--- src/rtl/sram_req_arbiter_pkg.sv ---
// Shared types and constants for the sram request arbiter.
// Owner encoding, lock states, sram size codes and the request bundle.
package sram_req_arbiter_pkg;

    localparam logic OWN_INST = 1'b0;
    localparam logic OWN_DATA = 1'b1;

    localparam logic [1:0] SIZE_BYTE = 2'd0;
    localparam logic [1:0] SIZE_HALF = 2'd1;
    localparam logic [1:0] SIZE_WORD = 2'd2;

    typedef enum logic [1:0] {
        LK_NONE = 2'd0,
        LK_INST = 2'd1,
        LK_DATA = 2'd2
    } lock_e;

    typedef struct packed {
        logic        wr;
        logic [1:0]  size;
        logic [3:0]  wstrb;
        logic [31:0] addr;
        logic [31:0] wdata;
    } sram_req_t;

endpackage

--- src/rtl/sram_id_queue.sv ---
// In-order owner queue: one bit per accepted request (1 = data side).
// Circular buffer with natural pointer wrap and an occupancy count.
module sram_id_queue #(
    parameter int DEPTH = 4,
    parameter int CNT_W = $clog2(DEPTH + 1)
) (
    input  logic             clk,
    input  logic             resetn,
    input  logic             push,
    input  logic             push_own,
    input  logic             pop,
    output logic             head,
    output logic             empty,
    output logic             full,
    output logic [CNT_W-1:0] count
);

    localparam int PTR_W = $clog2(DEPTH);

    logic [DEPTH-1:0] mem;
    logic [PTR_W-1:0] wp;
    logic [PTR_W-1:0] rp;
    logic             push_ok;
    logic             pop_ok;

    assign empty   = (count == '0);
    assign full    = (count == CNT_W'(DEPTH));
    assign head    = mem[rp];
    assign push_ok = push & (~full | pop);
    assign pop_ok  = pop & ~empty;

    // Storage, pointers and occupancy; push+pop together keeps count.
    always_ff @(posedge clk or negedge resetn) begin
        if (!resetn) begin
            mem   <= '0;
            wp    <= '0;
            rp    <= '0;
            count <= '0;
        end else begin
            if (push_ok) begin
                mem[wp] <= push_own;
                wp      <= wp + PTR_W'(1);
            end
            if (pop_ok) begin
                rp <= rp + PTR_W'(1);
            end
            if (push_ok && !pop_ok) begin
                count <= count + CNT_W'(1);
            end else if (pop_ok && !push_ok) begin
                count <= count - CNT_W'(1);
            end
        end
    end

endmodule

--- src/rtl/sram_req_arbiter.sv ---
// Shares one sram-like port between fetch and data requesters.
// Data has priority; a presented request stays locked until accepted.
module sram_req_arbiter
    import sram_req_arbiter_pkg::*;
#(
    parameter int DEPTH = 4,
    parameter int CNT_W = $clog2(DEPTH + 1)
) (
    input  logic        clk,
    input  logic        resetn,
    input  logic        inst_req,
    input  logic        inst_wr,
    input  logic [1:0]  inst_size,
    input  logic [3:0]  inst_wstrb,
    input  logic [31:0] inst_addr,
    input  logic [31:0] inst_wdata,
    output logic        inst_addr_ok,
    output logic        inst_data_ok,
    output logic [31:0] inst_rdata,
    input  logic        data_req,
    input  logic        data_wr,
    input  logic [1:0]  data_size,
    input  logic [3:0]  data_wstrb,
    input  logic [31:0] data_addr,
    input  logic [31:0] data_wdata,
    output logic        data_addr_ok,
    output logic        data_data_ok,
    output logic [31:0] data_rdata,
    output logic        bus_req,
    output logic        bus_wr,
    output logic [1:0]  bus_size,
    output logic [3:0]  bus_wstrb,
    output logic [31:0] bus_addr,
    output logic [31:0] bus_wdata,
    input  logic        bus_addr_ok,
    input  logic        bus_data_ok,
    input  logic [31:0] bus_rdata,
    output logic        err_unexp
);

    lock_e            lock_q;
    lock_e            lock_d;
    sram_req_t        inst_r;
    sram_req_t        data_r;
    sram_req_t        sel_r;
    logic             sel_vld;
    logic             sel_own;
    logic             grant;
    logic             push;
    logic             pop;
    logic             q_head;
    logic             q_empty;
    logic             q_full;
    logic [CNT_W-1:0] q_cnt;

    assign inst_r = '{wr: inst_wr, size: inst_size, wstrb: inst_wstrb,
                      addr: inst_addr, wdata: inst_wdata};
    assign data_r = '{wr: data_wr, size: data_size, wstrb: data_wstrb,
                      addr: data_addr, wdata: data_wdata};

    // Pick the owner of the address phase and the next lock state.
    always_comb begin
        sel_vld = 1'b0;
        sel_own = OWN_INST;
        lock_d  = lock_q;
        unique case (lock_q)
            LK_INST: begin
                sel_vld = 1'b1;
                sel_own = OWN_INST;
            end
            LK_DATA: begin
                sel_vld = 1'b1;
                sel_own = OWN_DATA;
            end
            default: begin
                if (!q_full) begin
                    if (data_req) begin
                        sel_vld = 1'b1;
                        sel_own = OWN_DATA;
                    end else if (inst_req) begin
                        sel_vld = 1'b1;
                        sel_own = OWN_INST;
                    end
                end
            end
        endcase
        if (sel_vld) begin
            if (bus_addr_ok) begin
                lock_d = LK_NONE;
            end else if (sel_own == OWN_DATA) begin
                lock_d = LK_DATA;
            end else begin
                lock_d = LK_INST;
            end
        end
    end

    // Lock register.
    always_ff @(posedge clk or negedge resetn) begin
        if (!resetn) begin
            lock_q <= LK_NONE;
        end else begin
            lock_q <= lock_d;
        end
    end

    // Reset masks the combinational request path so the bus drops at once.
    assign grant = sel_vld & resetn;
    assign sel_r = (sel_own == OWN_DATA) ? data_r : inst_r;

    assign bus_req   = grant;
    assign bus_wr    = grant ? sel_r.wr    : 1'b0;
    assign bus_size  = grant ? sel_r.size  : 2'd0;
    assign bus_wstrb = grant ? sel_r.wstrb : 4'd0;
    assign bus_addr  = grant ? sel_r.addr  : 32'd0;
    assign bus_wdata = grant ? sel_r.wdata : 32'd0;

    assign inst_addr_ok = grant & bus_addr_ok & (sel_own == OWN_INST);
    assign data_addr_ok = grant & bus_addr_ok & (sel_own == OWN_DATA);

    assign push = grant & bus_addr_ok;
    assign pop  = bus_data_ok & ~q_empty;

    assign inst_data_ok = pop & (q_head == OWN_INST);
    assign data_data_ok = pop & (q_head == OWN_DATA);
    assign inst_rdata   = inst_data_ok ? bus_rdata : 32'd0;
    assign data_rdata   = data_data_ok ? bus_rdata : 32'd0;

    sram_id_queue #(
        .DEPTH (DEPTH),
        .CNT_W (CNT_W)
    ) u_idq (
        .clk      (clk),
        .resetn   (resetn),
        .push     (push),
        .push_own (sel_own),
        .pop      (pop),
        .head     (q_head),
        .empty    (q_empty),
        .full     (q_full),
        .count    (q_cnt)
    );

    // Sticky flag for a return with no outstanding request.
    always_ff @(posedge clk or negedge resetn) begin
        if (!resetn) begin
            err_unexp <= 1'b0;
        end else if (bus_data_ok && q_empty) begin
            err_unexp <= 1'b1;
        end
    end

    a_cnt_bound: assert property (
        @(posedge clk) disable iff (!resetn) q_cnt <= CNT_W'(DEPTH));

endmodule

--- config.mk ---
export PLATFORM = sky130hd
export DESIGN_NAME = sram_req_arbiter
export DESIGN_NICKNAME = d
export VERILOG_FILES = /design/src/rtl/sram_req_arbiter_pkg.sv /design/src/rtl/sram_id_queue.sv /design/src/rtl/sram_req_arbiter.sv
export SDC_FILE = /design/constraint.sdc
export NUM_CORES = 1
export LEC_CHECK = 0
export BUFFER_PORTS_ARGS = -buffer_cell sky130_fd_sc_hd__buf_2
export CAP_MARGIN = 20
export CORE_AREA = 4 4 124 126
export DETAILED_ROUTE_END_ITERATION = 6
export DIE_AREA = 0 0 128 130
export MAX_ROUTING_LAYER = met4
export PLACE_DENSITY_LB_ADDON = 0.2
export SETUP_SLACK_MARGIN = 0.3
export SYNTH_ARGS = -nofsm -noshare
export SYNTH_HDL_FRONTEND = slang
export SYNTH_HIERARCHICAL = 1
export SYNTH_SLANG_ARGS = --single-unit
--- constraint.sdc ---
create_clock -name clk -period 5.55 [get_ports clk]
set_input_delay 1.665 -clock clk [delete_from_list [all_inputs] [get_ports clk]]
set_output_delay 1.665 -clock clk [all_outputs]
set_load 0.01 [all_outputs]
==> impl_metrics.toml, run 1 <==
[outcome]
outcome = "completed"

[place]
dpl.hpwl_mm = 11.0
placed_area_mm2 = 0.00426
io_buffers = 320
dp_cells = 864
gp_congestion = 0.891

[synth]
yosys_register_bits = 14
avgSynthCellArea_um2 = 6.61
yosysTopAreaCell = "nand3_1"
async_flop_share = 1.00
synthDistinctLibCells = 37
synth_cells = 400
syn_area_mm2 = 0.00265
yosys-top-cells-count = "nand3_1 (72), a21oi_1 (71), o21ai_0 (47)"
yosysMostFrequentCell = "nand3_1"
synth_flop_cell = "dfrtp_1"
yosysWarnings = 6
synth_fp_nets = 587
yosysSeqAreaShare = 0.132
yosys.area.top_type_share = 0.136
synth_edf_count = 0
synth_area_leaders = "nand3_1 (14%), a21oi_1 (13%), dfrtp_1 (13%)"

[global_routing]
grt_use_met3 = 0.0327
busiest_layer = "met2"
grt_util_all_layers = 0.144
grt_use_met1 = 0.159
grt_pass1_vias = 3774
grt_max_degree = 63
use_met2 = 0.269
gr-total-overflow = 0
antenna_found_initial = 2
grt_pass1_wl_mm = 19.1

[clock_network]
ctsHoldBuffers = 0
cts_buffers = 3
clockRootBuffer = "clkbuf_16"
clockBufferDepth = 2
post_cts_buffers = 0
cts_sinks = 14
cts_resized = 0
tritoncts = "done"
worstSkewPairLatency_ns = 0.24
h-tree-depth = 1
clk_pin_slew_ns = 0.04

[hold_path]
min_path_type = "reg2reg"
hold_depth = 1

[floorplan]
rows = 44
dieArea_mm2 = 0.0166
boundaryPins = 321
core_area_mm2 = 0.0143
die_h_um = 130
initial_utilization = 0.185
die_w_um = 128

[sta]
rsz0062_at_grt = "false"
worst_slew_pin_slew_ns = 0.808
skew_ns = 0.00236
fmax_mhz = 214
final_hold_viol_count = 0
timing.final.crit_share = 0.843
max-slew-margin-rel = 0.462
final-setup-viol-count = 0
fin_setup_tns_ns = 0
period_minus_slack_ns = 4.68
drv_slew = 0

[setup_path]
r2r_slack_ns = 2.51
endpoint_kind = "primary output"
required_ns = 3.88
rr_worst_depth = 9
crit_arrival_ns = 3.01
start_kind = "input port"
path_class = "in2out"
crit_fanout = 18

[drt]
ant_nets = 0
first_pass_iters = 5
route.detailed.wl_per_inst_um = 15.5
drcViolationCount = 0
routed_wl_mm = 13.4
drt_iter0_markers = 136
viasPerCell = 4.67
via_count = 4056

[layout]
n_fill_cell = 1596
syn_to_final_growth_pct = 64.0
nNetsFinal = 872
fin_cells = 869
final_area_mm2 = 0.00434
drive_gt1_frac = 0.501

[power_and_ir_drop]
powerDensity_mw_per_mm2 = 448
ir_drop_mv = 0.218
power_leakage_nw = 2.55

[job]
maxCapViolations = 0
## final cells by class
type	count	area [µm²]	share of cell area
clock buffers	3	75.1	0.0173
diodes	2	5.00	0.00115
flip-flops and latches	14	350	0.0807
inverters	7	26.3	0.00606
repair buffers	329	1710	0.393
multi-input cells	330	1950	0.448
well taps	184	230	0.0531
## kinds of logic after synthesis
family                     synth area share
AOI/OAI and AO/OA                     0.282
xor gates and xnor gates             0.0199
adders and majority gates            0.0360
buffers and inverters                 0.139
DFF                                   0.132
muxes                                0.0378
and+or+nand+nor                       0.353
## per-layer routing
metal  up-vias  part of all wire
met1      1845              0.37
li1       1994                 -
met3        12             0.099
met4         0            0.0077
met2       205              0.52
met5         -                 0
## per-stage QoR
step            util  setup slack, ns  total power, mW  hold WS [ns]
4_1_cts        0.303            0.849             1.96         0.474
3_3_place_gp   0.298            0.902             1.80         0.450
6_report       0.303            0.871             1.94         0.467
2_1_floorplan      -             1.50             1.32         0.452
5_1_grt        0.303            0.724             2.13         0.515
3_5_place_dp   0.298            0.845             1.82         0.459
## where the power goes
| part | leakage (nW) | switching (mW) | internal (mW) |
|---|---|---|---|
| logic | 2.34 | 0.961 | 0.650 |
| clock network | 0.0370 | 0.0387 | 0.0940 |
| registers | 0.168 | 0.0465 | 0.153 |
| total | 2.55 | 1.05 | 0.896 |
## flip-flops by register name, indices dropped and copies added (netlist names)
register and count:
u_idq/mem 4, u_idq/count 3, lock_q 2, u_idq/rp 2, u_idq/wp 2, err_unexp 1
## critical path: stages
cell      delay [ns]
buf_2           0.11
nand3b_1        0.44
buf_4           0.34
nand3_1         0.11
a21oi_1         0.18
buf_2           0.15
## placed cells by master, fill, tap and decap left out, types with 2 or more instances in the layout
| cell | netlist | layout |
|---|---|---|
| a21oi_1 | 71 | 71 |
| and2_1 | 33 | 33 |
| and3_1 | 32 | 32 |
| buf_12 | 0 | 3 |
| buf_2 | 14 | 320 |
| buf_4 | 9 | 6 |
| clkbuf_16 | 0 | 3 |
| dfrtp_1 | 14 | 14 |
| diode_2 | 0 | 2 |
| ha_1 | 6 | 6 |
| inv_1 | 7 | 7 |
| mux2_1 | 5 | 5 |
| nand2_1 | 5 | 5 |
| nand3_1 | 72 | 72 |
| nand3b_1 | 2 | 2 |
| nor2_1 | 7 | 7 |
| nor2b_4 | 1 | 2 |
| nor3_1 | 2 | 2 |
| nor3b_1 | 2 | 2 |
| o21ai_0 | 47 | 47 |
| o21ai_1 | 24 | 24 |
| xnor2_1 | 4 | 4 |
| xor2_1 | 2 | 2 |
## path summary, 6_finish.rpt
kind                                      from             end
worst min-delay path                 err_unexp       err_unexp
max in group asynchronous               resetn     u_idq/rp[1]
worst max register to register  u_idq/count[0]  u_idq/count[1]
worst max-delay path                  data_req     bus_addr[7]
worst min register to register       err_unexp       err_unexp
min in group asynchronous               resetn       err_unexp
Power figures use the tool's default switching activity.
==> run 2: changes to the inputs <==
- CORE_AREA: 4 4 124 126 -> 4 4 123 125
- DIE_AREA: 0 0 128 130 -> 0 0 127 129
- clock period: 5.55 -> 4.3 ns (I/O delays scaled with it)
==> run 2 against run 1 <==
Sequential power grew 29%; largest cell class unchanged; hold slack lost 0.0028 ns; critical path type unchanged; highest routed layer unchanged; sequential cell count is the same.
==> impl_metrics.toml, run 2 (synthesis results as in run 1) <==
[outcome]
outcome = "completed"

[hold_path]
min-delay-start = "err_unexp"
min_path_type = "reg2reg"
hold_depth = 1
hold_end = "err_unexp"

[clock_network]
clk_pin_slew_ns = 0.05
clockBufferDepth = 2
cts_resized = 0
post_cts_buffers = 0
clockRootBuffer = "clkbuf_16"
worstSkewPairLatency_ns = 0.24
ctsHoldBuffers = 0
tritoncts = "done"
cts_sinks = 14
cts_buffers = 3
h-tree-depth = 1

[drt]
viasPerCell = 4.68
first_pass_iters = 5
drcViolationCount = 0
via_count = 4060
drt_iter0_markers = 163
routed_wl_mm = 13.7
route.detailed.wl_per_inst_um = 15.8
ant_nets = 0

[place]
placed_area_mm2 = 0.00427
io_buffers = 320
dpl.hpwl_mm = 11.0
gp_congestion = 0.954

[sta]
fin_setup_tns_ns = 0
fmax_mhz = 256
timing.final.crit_share = 0.909
max-slew-margin-rel = 0.570
final-setup-viol-count = 0
worst_slew_pin_slew_ns = 0.645
final_hold_viol_count = 0
period_minus_slack_ns = 3.91
whs_ns = 0.465
skew_ns = 0.00104
rsz0062_at_grt = "false"
drv_slew = 0

[power_and_ir_drop]
powerDensity_mw_per_mm2 = 582
power_leakage_nw = 2.56
ir_drop_mv = 0.204

[setup_path]
cpPeakStageDelay_ns = 0.36
reg2reg_from = "u_idq/count[0]"
path_class = "in2out"
crit_fanout = 59
required_ns = 3.01
timing.rr.end = "u_idq/count[1]"
endpoint_kind = "primary output"
rr_worst_depth = 10
critPathSlowestCell = "and3b_2"
start_kind = "input port"
r2r_slack_ns = 1.36
cp_cell_sequence = "buf_2 > and3b_2 > buf_12 > o21ai_0 > a21oi_1 > buf_2"
crit_arrival_ns = 2.62
crit_top_cell = "buf_2"

[layout]
final_area_mm2 = 0.00436
largest_register = "u_idq/mem"
syn_to_final_growth_pct = 64.9
drive_gt1_frac = 0.501
nNetsFinal = 872
largest_reg_flops = 4
top_regs = "u_idq/mem: 4 flops, u_idq/count: 3 flops"
mostFrequentLayoutCell = "buf_2"
final_core_util = 0.314
most-common-layout-cells = "buf_2 (320), nand3_1 (72), a21oi_1 (71)"

[floorplan]
boundaryPins = 321
core_area_mm2 = 0.0139
dieArea_mm2 = 0.0164
rows = 43
initial_utilization = 0.191
die_h_um = 129
die_w_um = 127

[job]
maxCapViolations = 0

[global_routing]
grt_max_degree = 72
grt_util_all_layers = 0.153
grt_pass1_vias = 3872
grt_pass1_wl_mm = 19.9
gr-total-overflow = 0
antenna_found_initial = 3
-- run 2: per-layer routing --
layer	up-vias	routed length, µm	share of wire	GRT usage
met2	215	7060	0.52	0.275
met4	0	110	0.0080	0.0246
met1	1843	5200	0.38	0.178
met5	-	0	0	-
li1	1992	-	-	-
met3	10	1320	0.096	0.0328
-- run 2: layout make-up --
class	count	area, µm²
fill	1566	9520
multi-input combinational	330	1950
tap	180	225
clock buffer	4	88.8
timing repair buffer	329	1720
inverter	7	26.3
sequential	14	350
antenna	3	7.51
-- run 2: power by group --
group / internal [mW] / total (mW) / leakage, nW / switching [mW]
clock network: 0.141 / 0.194 / 0.0442 / 0.0532
logic: 0.842 / 2.09 / 2.35 / 1.24
registers: 0.197 / 0.257 / 0.168 / 0.0597
total: 1.18 / 2.54 / 2.56 / 1.36
-- run 2: how the worst max path moves through the flow --
stage | from | cells past startpoint | slack, ns | end
3_5_place_dp | data_req | 6 | 0.42 | bus_addr[29]
3_3_place_gp | data_req | 6 | 0.42 | bus_addr[29]
2_1_floorplan | bus_data_ok | 4 | 1.00 | inst_rdata[22]
6_report | data_req | 6 | 0.39 | bus_addr[29]
5_1_grt | data_req | 6 | 0.32 | bus_addr[29]
4_1_cts | data_req | 6 | 0.42 | bus_addr[29]
-- run 2: worst max-delay path: cells and delay by family --
family	cells	cell delay (ns)
buffers and inverters	3	0.56
AOI/OAI and AO/OA	2	0.37
and+or+nand+nor	1	0.36
-- run 2: metrics by stage --
step           std cells  setup WS [ns]  total power, mW
5_1_grt              867          0.318             2.78
6_report             867          0.393             2.54
4_1_cts              864          0.415             2.57
2_1_floorplan        400           1.00             1.70
3_3_place_gp         860          0.423             2.33
3_5_place_dp         860          0.419             2.36
